===== config.mk =====
export PLATFORM = sky130hd
export DESIGN_NAME = counter_ce_ctrl
export DESIGN_NICKNAME = d
export VERILOG_FILES = /design/src/rtl/counter_ctrl_pkg.sv /design/src/rtl/button_conditioner.sv /design/src/rtl/counter_ce_ctrl.sv
export SDC_FILE = /design/constraint.sdc
export NUM_CORES = 1
export LEC_CHECK = 0
export ABC_CLOCK_PERIOD_IN_PS = 2900
export CORE_MARGIN = 1.5
export CORE_UTILIZATION = 38
export CTS_BUF_LIST = sky130_fd_sc_hd__clkbuf_8
export DETAILED_ROUTE_END_ITERATION = 8
export GPL_TIMING_DRIVEN = 1
export PLACE_DENSITY = 0.65
export SLEW_MARGIN = 20
export SYNTH_ARGS = -nofsm -noshare
export SYNTH_HDL_FRONTEND = slang
export SYNTH_HIERARCHICAL = 1
export SYNTH_SLANG_ARGS = --single-unit
export TNS_END_PERCENT = 10

===== constraint.sdc =====
create_clock -name clk -period 2.9 [get_ports clk]
set_input_delay 0.435 -clock clk [delete_from_list [all_inputs] [get_ports clk]]
set_output_delay 0.435 -clock clk [all_outputs]
set_load 0.03 [all_outputs]

===== src/rtl/counter_ctrl_pkg.sv =====
// Shared definitions for the push-button ce controller: FSM state encoding,
// default PYNQ timing constants and a counter-width helper.
package counter_ctrl_pkg;

  typedef enum logic {
    PAUSED  = 1'b0,
    RUNNING = 1'b1
  } ctrl_state_e;

  localparam int CLK_HZ             = 125_000_000;
  localparam int SAMPLE_CNT_MAX_DEF = 62_500;  // 0.5 ms between debounce samples
  localparam int PULSE_CNT_MAX_DEF  = 200;     // 200 samples -> 100 ms stable press

  // Bits needed to hold values 0..n, never less than one.
  function automatic int cnt_width(input int n);
    return (n <= 1) ? 1 : $clog2(n + 1);
  endfunction

endpackage


===== src/rtl/button_conditioner.sv =====
// One raw button in, one single-cycle rise pulse out: 2-flop synchroniser,
// tick-sampled saturating debounce counter, and rising-edge detector.
module button_conditioner
  import counter_ctrl_pkg::*;
#(
  parameter int PULSE_CNT_MAX = PULSE_CNT_MAX_DEF
) (
  input  logic clk,
  input  logic rst_n,
  input  logic tick,
  input  logic btn,
  output logic rise
);

  localparam int DW = cnt_width(PULSE_CNT_MAX);
  localparam logic [DW-1:0] CNT_SAT = DW'(PULSE_CNT_MAX);

  logic [1:0]    r_sync;
  logic [DW-1:0] r_cnt;
  logic          r_deb_q;
  logic          w_synced;
  logic          w_deb;

  assign w_synced = r_sync[1];
  assign w_deb    = (r_cnt == CNT_SAT);
  assign rise     = w_deb & ~r_deb_q;

  always_ff @(posedge clk or negedge rst_n) begin
    if (!rst_n) begin
      r_sync <= '0;
    end else begin
      r_sync <= {r_sync[0], btn};
    end
  end

  // Release clears immediately; only a sustained press is filtered.
  always_ff @(posedge clk or negedge rst_n) begin
    if (!rst_n) begin
      r_cnt <= '0;
    end else if (!w_synced) begin
      r_cnt <= '0;
    end else if (tick && (r_cnt != CNT_SAT)) begin
      r_cnt <= r_cnt + 1'b1;
    end
  end

  always_ff @(posedge clk or negedge rst_n) begin
    if (!rst_n) begin
      r_deb_q <= 1'b0;
    end else begin
      r_deb_q <= w_deb;
    end
  end

endmodule


===== src/rtl/counter_ce_ctrl.sv =====
// Turns the run/pause and single-step buttons into the counter's clock enable,
// plus a RUN status flag for the LED.
module counter_ce_ctrl
  import counter_ctrl_pkg::*;
#(
  parameter int SAMPLE_CNT_MAX = SAMPLE_CNT_MAX_DEF,
  parameter int PULSE_CNT_MAX  = PULSE_CNT_MAX_DEF
) (
  input  logic clk,
  input  logic rst_n,
  input  logic btn_run,
  input  logic btn_step,
  output logic ce,
  output logic running
);

  localparam int SW = cnt_width(SAMPLE_CNT_MAX - 1);
  localparam logic [SW-1:0] SAMPLE_LAST = SW'(SAMPLE_CNT_MAX - 1);

  logic [SW-1:0] r_sample_cnt;
  logic          w_tick;
  logic          w_run_rise;
  logic          w_step_rise;
  ctrl_state_e   r_state;
  logic          r_ce;
  logic          r_running;

  assign w_tick = (r_sample_cnt == SAMPLE_LAST);

  always_ff @(posedge clk or negedge rst_n) begin
    if (!rst_n) begin
      r_sample_cnt <= '0;
    end else if (w_tick) begin
      r_sample_cnt <= '0;
    end else begin
      r_sample_cnt <= r_sample_cnt + 1'b1;
    end
  end

  button_conditioner #(
    .PULSE_CNT_MAX (PULSE_CNT_MAX)
  ) u_run_btn (
    .clk   (clk),
    .rst_n (rst_n),
    .tick  (w_tick),
    .btn   (btn_run),
    .rise  (w_run_rise)
  );

  button_conditioner #(
    .PULSE_CNT_MAX (PULSE_CNT_MAX)
  ) u_step_btn (
    .clk   (clk),
    .rst_n (rst_n),
    .tick  (w_tick),
    .btn   (btn_step),
    .rise  (w_step_rise)
  );

  // Run has priority over step; step only matters while paused.
  always_ff @(posedge clk or negedge rst_n) begin
    if (!rst_n) begin
      r_state   <= PAUSED;
      r_ce      <= 1'b0;
      r_running <= 1'b0;
    end else begin
      unique case (r_state)
        PAUSED: begin
          if (w_run_rise) begin
            r_state   <= RUNNING;
            r_ce      <= 1'b1;
            r_running <= 1'b1;
          end else begin
            r_ce      <= w_step_rise;
            r_running <= 1'b0;
          end
        end
        RUNNING: begin
          if (w_run_rise) begin
            r_state   <= PAUSED;
            r_ce      <= 1'b0;
            r_running <= 1'b0;
          end else begin
            r_ce      <= 1'b1;
            r_running <= 1'b1;
          end
        end
        default: begin
          r_state   <= PAUSED;
          r_ce      <= 1'b0;
          r_running <= 1'b0;
        end
      endcase
    end
  end

  assign ce      = r_ce;
  assign running = r_running;

endmodule


After elaboration in Yosys (flattened, before gate mapping)
Index checks and enable logic that the tools add are counted.
{"block": "totals", "memories": 0, "inputBits": 4, "wordCells": 36, "latchBits": 0, "reg_bits": 40, "output_inout_bits": 2, "rom_bits": 0, "ramBits": 0}
{"block": "op_classes", "n_mux": 10, "n_addsub": 3, "shifts": 0, "n_eq_ne": 7, "div_mod_pow": 0, "mul": 0, "n_reduce_logical": 2, "n_lt_le_gt_ge": 0, "bitwise": 5}
{"operator": "2-to-1 mux 8 bit", "n": 4}
{"operator": "adder 16 x 1 -> 16 bit, second input constant", "n": 1}
{"operator": "adder 8 x 1 -> 8 bit, second input constant", "n": 2}
{"operator": "== test 16 bit, second input constant", "n": 1}
{"operator": "== test 8 bit, second input constant", "n": 2}
{"operator": "2-to-1 mux 16 bit", "n": 1}
{"operator": "inequality test 8 bit, second input constant", "n": 2}
{"operator": "inequality test 2 bit, second input constant", "n": 2}
{"operator": "case mux 1 bit (2 select lines)", "n": 2}
{"operator": "2-to-1 mux 1 bit", "n": 3}
{"operator": "inverter 1 bit", "n": 3}
{"operator": "bitwise AND 1 bit", "n": 2}
{"operator": "logical AND 1 bit", "n": 2}

Logic depth before layout (Yosys ltp)
{"block": "depth", "word_depth": 4, "depth_mapped": 7, "depth_no_buf": 7}

Hierarchy
The synthesis kept the hierarchy.
{"mod": "counter_ce_ctrl", "area_each_um2": 823.3, "instances": 1, "seq_area_each_um2": 450.4, "cells_each": 73}
{"mod": "button_conditioner (u_step_btn)", "area_each_um2": 570.5, "instances": 1, "seq_area_each_um2": 275.3, "cells_each": 52}
{"mod": "button_conditioner (u_run_btn)", "area_each_um2": 525.5, "instances": 1, "seq_area_each_um2": 275.3, "cells_each": 51}

Least setup slack after synthesis
No wires, ideal clock.
{"block": "synth_timing", "path_kind": "register -> register", "startpoint": "register r_sample_cnt[0]", "endpoint": "register u_run_btn.r_cnt[7]", "synth_period_minus_slack_ns": 2.485, "arrival_ns": 2.407, "slack_ns": 0.415, "setup_time_ns": 0.077, "path_buffers": 0, "required_ns": 2.823, "path_stages_with_launch": 7, "cell_sequence": "dfrtp_1 -> ha_1 -> or4bb_1 -> nor4_4 -> nand4_2 -> or4_1 -> a21oi_1"}
{"block": "synth_via", "elab_chain_cells": 3}
{"element": "start: declaration", "line_no": "counter_ce_ctrl.sv:20", "source": "logic [SW-1:0] r_sample_cnt;"}
{"element": "start signal: assignment", "line_no": "counter_ce_ctrl.sv:36", "source": "r_sample_cnt <= r_sample_cnt + 1'b1;"}
{"element": "== test 16 bit", "line_no": "counter_ce_ctrl.sv:28", "source": "assign w_tick = (r_sample_cnt == SAMPLE_LAST);"}
{"element": "via w_tick", "line_no": "counter_ce_ctrl.sv:21", "source": "logic w_tick;"}
{"element": "logical AND 1 bit", "line_no": "button_conditioner.sv:42", "source": "end else if (tick && (r_cnt != CNT_SAT)) begin"}
{"element": "inequality test 2 bit (no line)"}
{"element": "end signal: assignment", "line_no": "button_conditioner.sv:43", "source": "r_cnt <= r_cnt + 1'b1;"}
{"element": "end: declaration", "line_no": "button_conditioner.sv:19", "source": "logic [DW-1:0] r_cnt;"}
The timed path passes the listed nets, and every way through them passes these cells.
A chain may end at the register's enable or synchronous reset.

Worst setup path in the final report
{"block": "layout_timing", "startpoint": "register r_sample_cnt[0]", "endpoint": "register u_run_btn.r_cnt[6]"}
The elaborated chain is that of the path after synthesis.

==> flow_summary.json <==
{
  "grt_max_degree": 41,
  "tns_ns": 0,
  "post-route-min-period_ns": 2.292,
  "vias": 1241,
  "path_class": "reg2reg",
  "place_ws_ns": 0.5925,
  "crit_path_end_kind": "flip-flop",
  "crit_fanout": 18,
  "finalMaxSlewViolations": 0,
  "ys_warn_count": 6,
  "synth_flop_cell": "dfrtp_1",
  "io_buffers": 5,
  "cts_setup_buffers": 0,
  "core_um2": 4786,
  "synthArstFlopShare_pct": 100.0,
  "clock_skew_ns": 0.005421,
  "cts_max_level": 2,
  "drc": 0,
  "ios": 6,
  "rr_worst_depth": 7,
  "synth_compound_area_share_pct": 6.063,
  "rsz0062_at_grt": "false",
  "numCtsBuffers": 5,
  "cap_viol_max_count": 0,
  "die_h_um": 74.07,
  "synth_seq_cells": 40,
  "synth_xor_area_share_pct": 7.301,
  "synth_edf_count": 0,
  "status": "completed",
  "cp-start-kind": "flip-flop",
  "ff2ff_setup_slack_ns": 0.61,
  "critPathRequiredTime_ns": 3.11,
  "num-fill-cells": 438,
  "total_power_mw": 1.064,
  "layout.nets": 197,
  "cts_root_buf": "clkbuf_8",
  "ant_nets": 0,
  "synth_top_family_by_area": "simple AND/OR/NAND/NOR gates",
  "routedWlPerCell_um": 11.83,
  "syn_area_um2": 1919,
  "grt_pass1_wl_mm": 5.313,
  "yosys.area_share.adder_pct": 3.259,
  "synth_cell_types": 40,
  "cp.arrival_ns": 2.50,
  "hold_class": "in2async",
  "worst_slack_ns": 0.6080,
  "gp_congestion": 0.8012,
  "drt_iter0_drc": 104,
  "rr_endpoint": "u_run_btn/r_cnt[6]$_DFFE_PN0P_",
  "post_cts_resized": 0,
  "initial_core_util_pct": 40.10,
  "grt_usage_pct": 12.66,
  "ir_drop_mv": 0.2502,
  "gr-total-overflow": 0,
  "cts_tree": "built",
  "p_leak_nw": 0.9556,
  "power_per_cell_area_nw_per_um2": 488.3,
  "layout_common_cells": "40 x dfrtp_1, 22 x nand2_1, 12 x nor2_1",
  "yosys.area_share.simple_pct": 24.71,
  "final_common_cell": "dfrtp_1",
  "viasPerCell": 4.848,
  "num_rows": 25,
  "worstReg2RegStart": "r_sample_cnt[0]$_DFF_PN0_",
  "area_growth_pct": 13.49,
  "hold_viol": 0,
  "final.period_utilization_pct": 79.03,
  "clock_latency_ns": 0.28,
  "hpwl_mm": 2.083,
  "synth_nets": 185,
  "clkTransAtPathRegs_ns": 0.07,
  "antenna_found_initial": 0,
  "die_w_um": 74.07,
  "synth_cells": 176,
  "firstDrtPassIters": 4,
  "post_synth.cell_area_avg_um2": 10.91,
  "setup_viol": 0,
  "diodes": 0,
  "cts.sinks": 40,
  "clockBufferDepth": 2,
  "wl_mm": 3.029,
  "slew_headroom_pct": 43.07,
  "synth_mux_area_share_pct": 4.172,
  "ctsHoldBuffers": 0,
  "tightestPinTransition_ns": 0.8540,
  "fmax_mhz": 436.3,
  "drive_gt1_share_pct": 8.995,
  "grt_pass1_vias": 1192,
  "dieArea_um2": 5486,
  "ys_seq_area_share_pct": 52.15
}
cell families (layout without fill, tap and decap cells):
family / Yosys count / count (layout)
buf+inv: 12 / 25
xor+xnor: 16 / 16
simple gates: 79 / 79
fa+ha+maj: 5 / 5
flops: 40 / 40
compound gates: 16 / 16
mux: 8 / 8
Yosys cell counts, types with 3 or more instances:
library cell	number	area (um^2)
a21oi_1	5	25.02
and4_1	3	26.28
dfrtp_1	40	1001
ha_1	5	62.56
inv_1	11	41.29
mux2i_1	8	80.08
nand2_1	22	82.58
nand2b_1	4	25.02
nand3_1	7	35.03
nand4_1	7	43.79
nor2_1	12	45.04
xnor2_1	10	87.58
xor2_1	6	52.55
per-stage QoR:
stage | hold slack, ns | std cells | area [um^2] | util, %
final | 0.2560 | 256 | 2178 | 45.52
after global routing | 0.3584 | 256 | 2178 | 45.52
after global placement | 0.3329 | 248 | 2052 | 42.88
after floorplan | 0.1394 | 176 | 1919 | -
after CTS | 0.2923 | 256 | 2178 | 45.52
after detailed placement | 0.3420 | 248 | 2052 | 42.88
worst max-delay path, stage by stage, from the launching register on:
cell	delay, ns
dfrtp_1	0.41
ha_1	0.24
or4bb_1	0.54
nor4_4	0.19
buf_4	0.27
nand3_1	0.11
or3_1	0.31
a21oi_1	0.14
area by class of cell:
cell class	count	area (um^2)	share of cell area (%)
flip-flops and latches	40	1001	45.95
multi-input cells	124	873.3	40.09
clock buffers	7	96.34	4.423
well taps	67	83.83	3.848
repair buffers	6	52.55	2.412
inverters	11	41.29	1.895
clock inverters	1	30.03	1.379
where the power goes:
part / total [mW] / internal [mW] / switching (mW)
registers: 0.564 / 0.560 / 0.00352
logic: 0.0164 / 0.00411 / 0.0123
clock network: 0.483 / 0.303 / 0.180
metal layers:
metal	track usage (%)	up-vias	share of wire, %
li1	-	641	-
met1	18.03	583	53
met2	18.75	13	43
met3	4.065	4	3.0
met4	3.086	0	0.92
met5	0	-	0
worst max path at each step:
stage | cells after the start | from | to
after CTS | 7 | r_sample_cnt[0]$_DFF_PN0_ | u_run_btn/r_cnt[6]$_DFFE_PN0P_
after floorplan | 6 | r_sample_cnt[0]$_DFF_PN0_ | u_run_btn/r_cnt[7]$_DFFE_PN0P_
after global routing | 7 | r_sample_cnt[0]$_DFF_PN0_ | u_run_btn/r_cnt[2]$_DFFE_PN0P_
final | 7 | r_sample_cnt[0]$_DFF_PN0_ | u_run_btn/r_cnt[6]$_DFFE_PN0P_
after global placement | 7 | r_sample_cnt[0]$_DFF_PN0_ | u_step_btn/r_cnt[6]$_DFFE_PN0P_
after detailed placement | 7 | r_sample_cnt[0]$_DFF_PN0_ | u_run_btn/r_cnt[6]$_DFFE_PN0P_
state kept, by name (all words and copies together) (netlist names):
register / cells
u_run_btn/r_sync: 2
r_sample_cnt: 16
u_run_btn/r_cnt: 8
ce: 1
u_step_btn/r_sync: 2
u_step_btn/r_cnt: 8
u_step_btn/r_deb_q: 1
u_run_btn/r_deb_q: 1
running: 1
No activity file was read; power rests on OpenSTA's default activity.
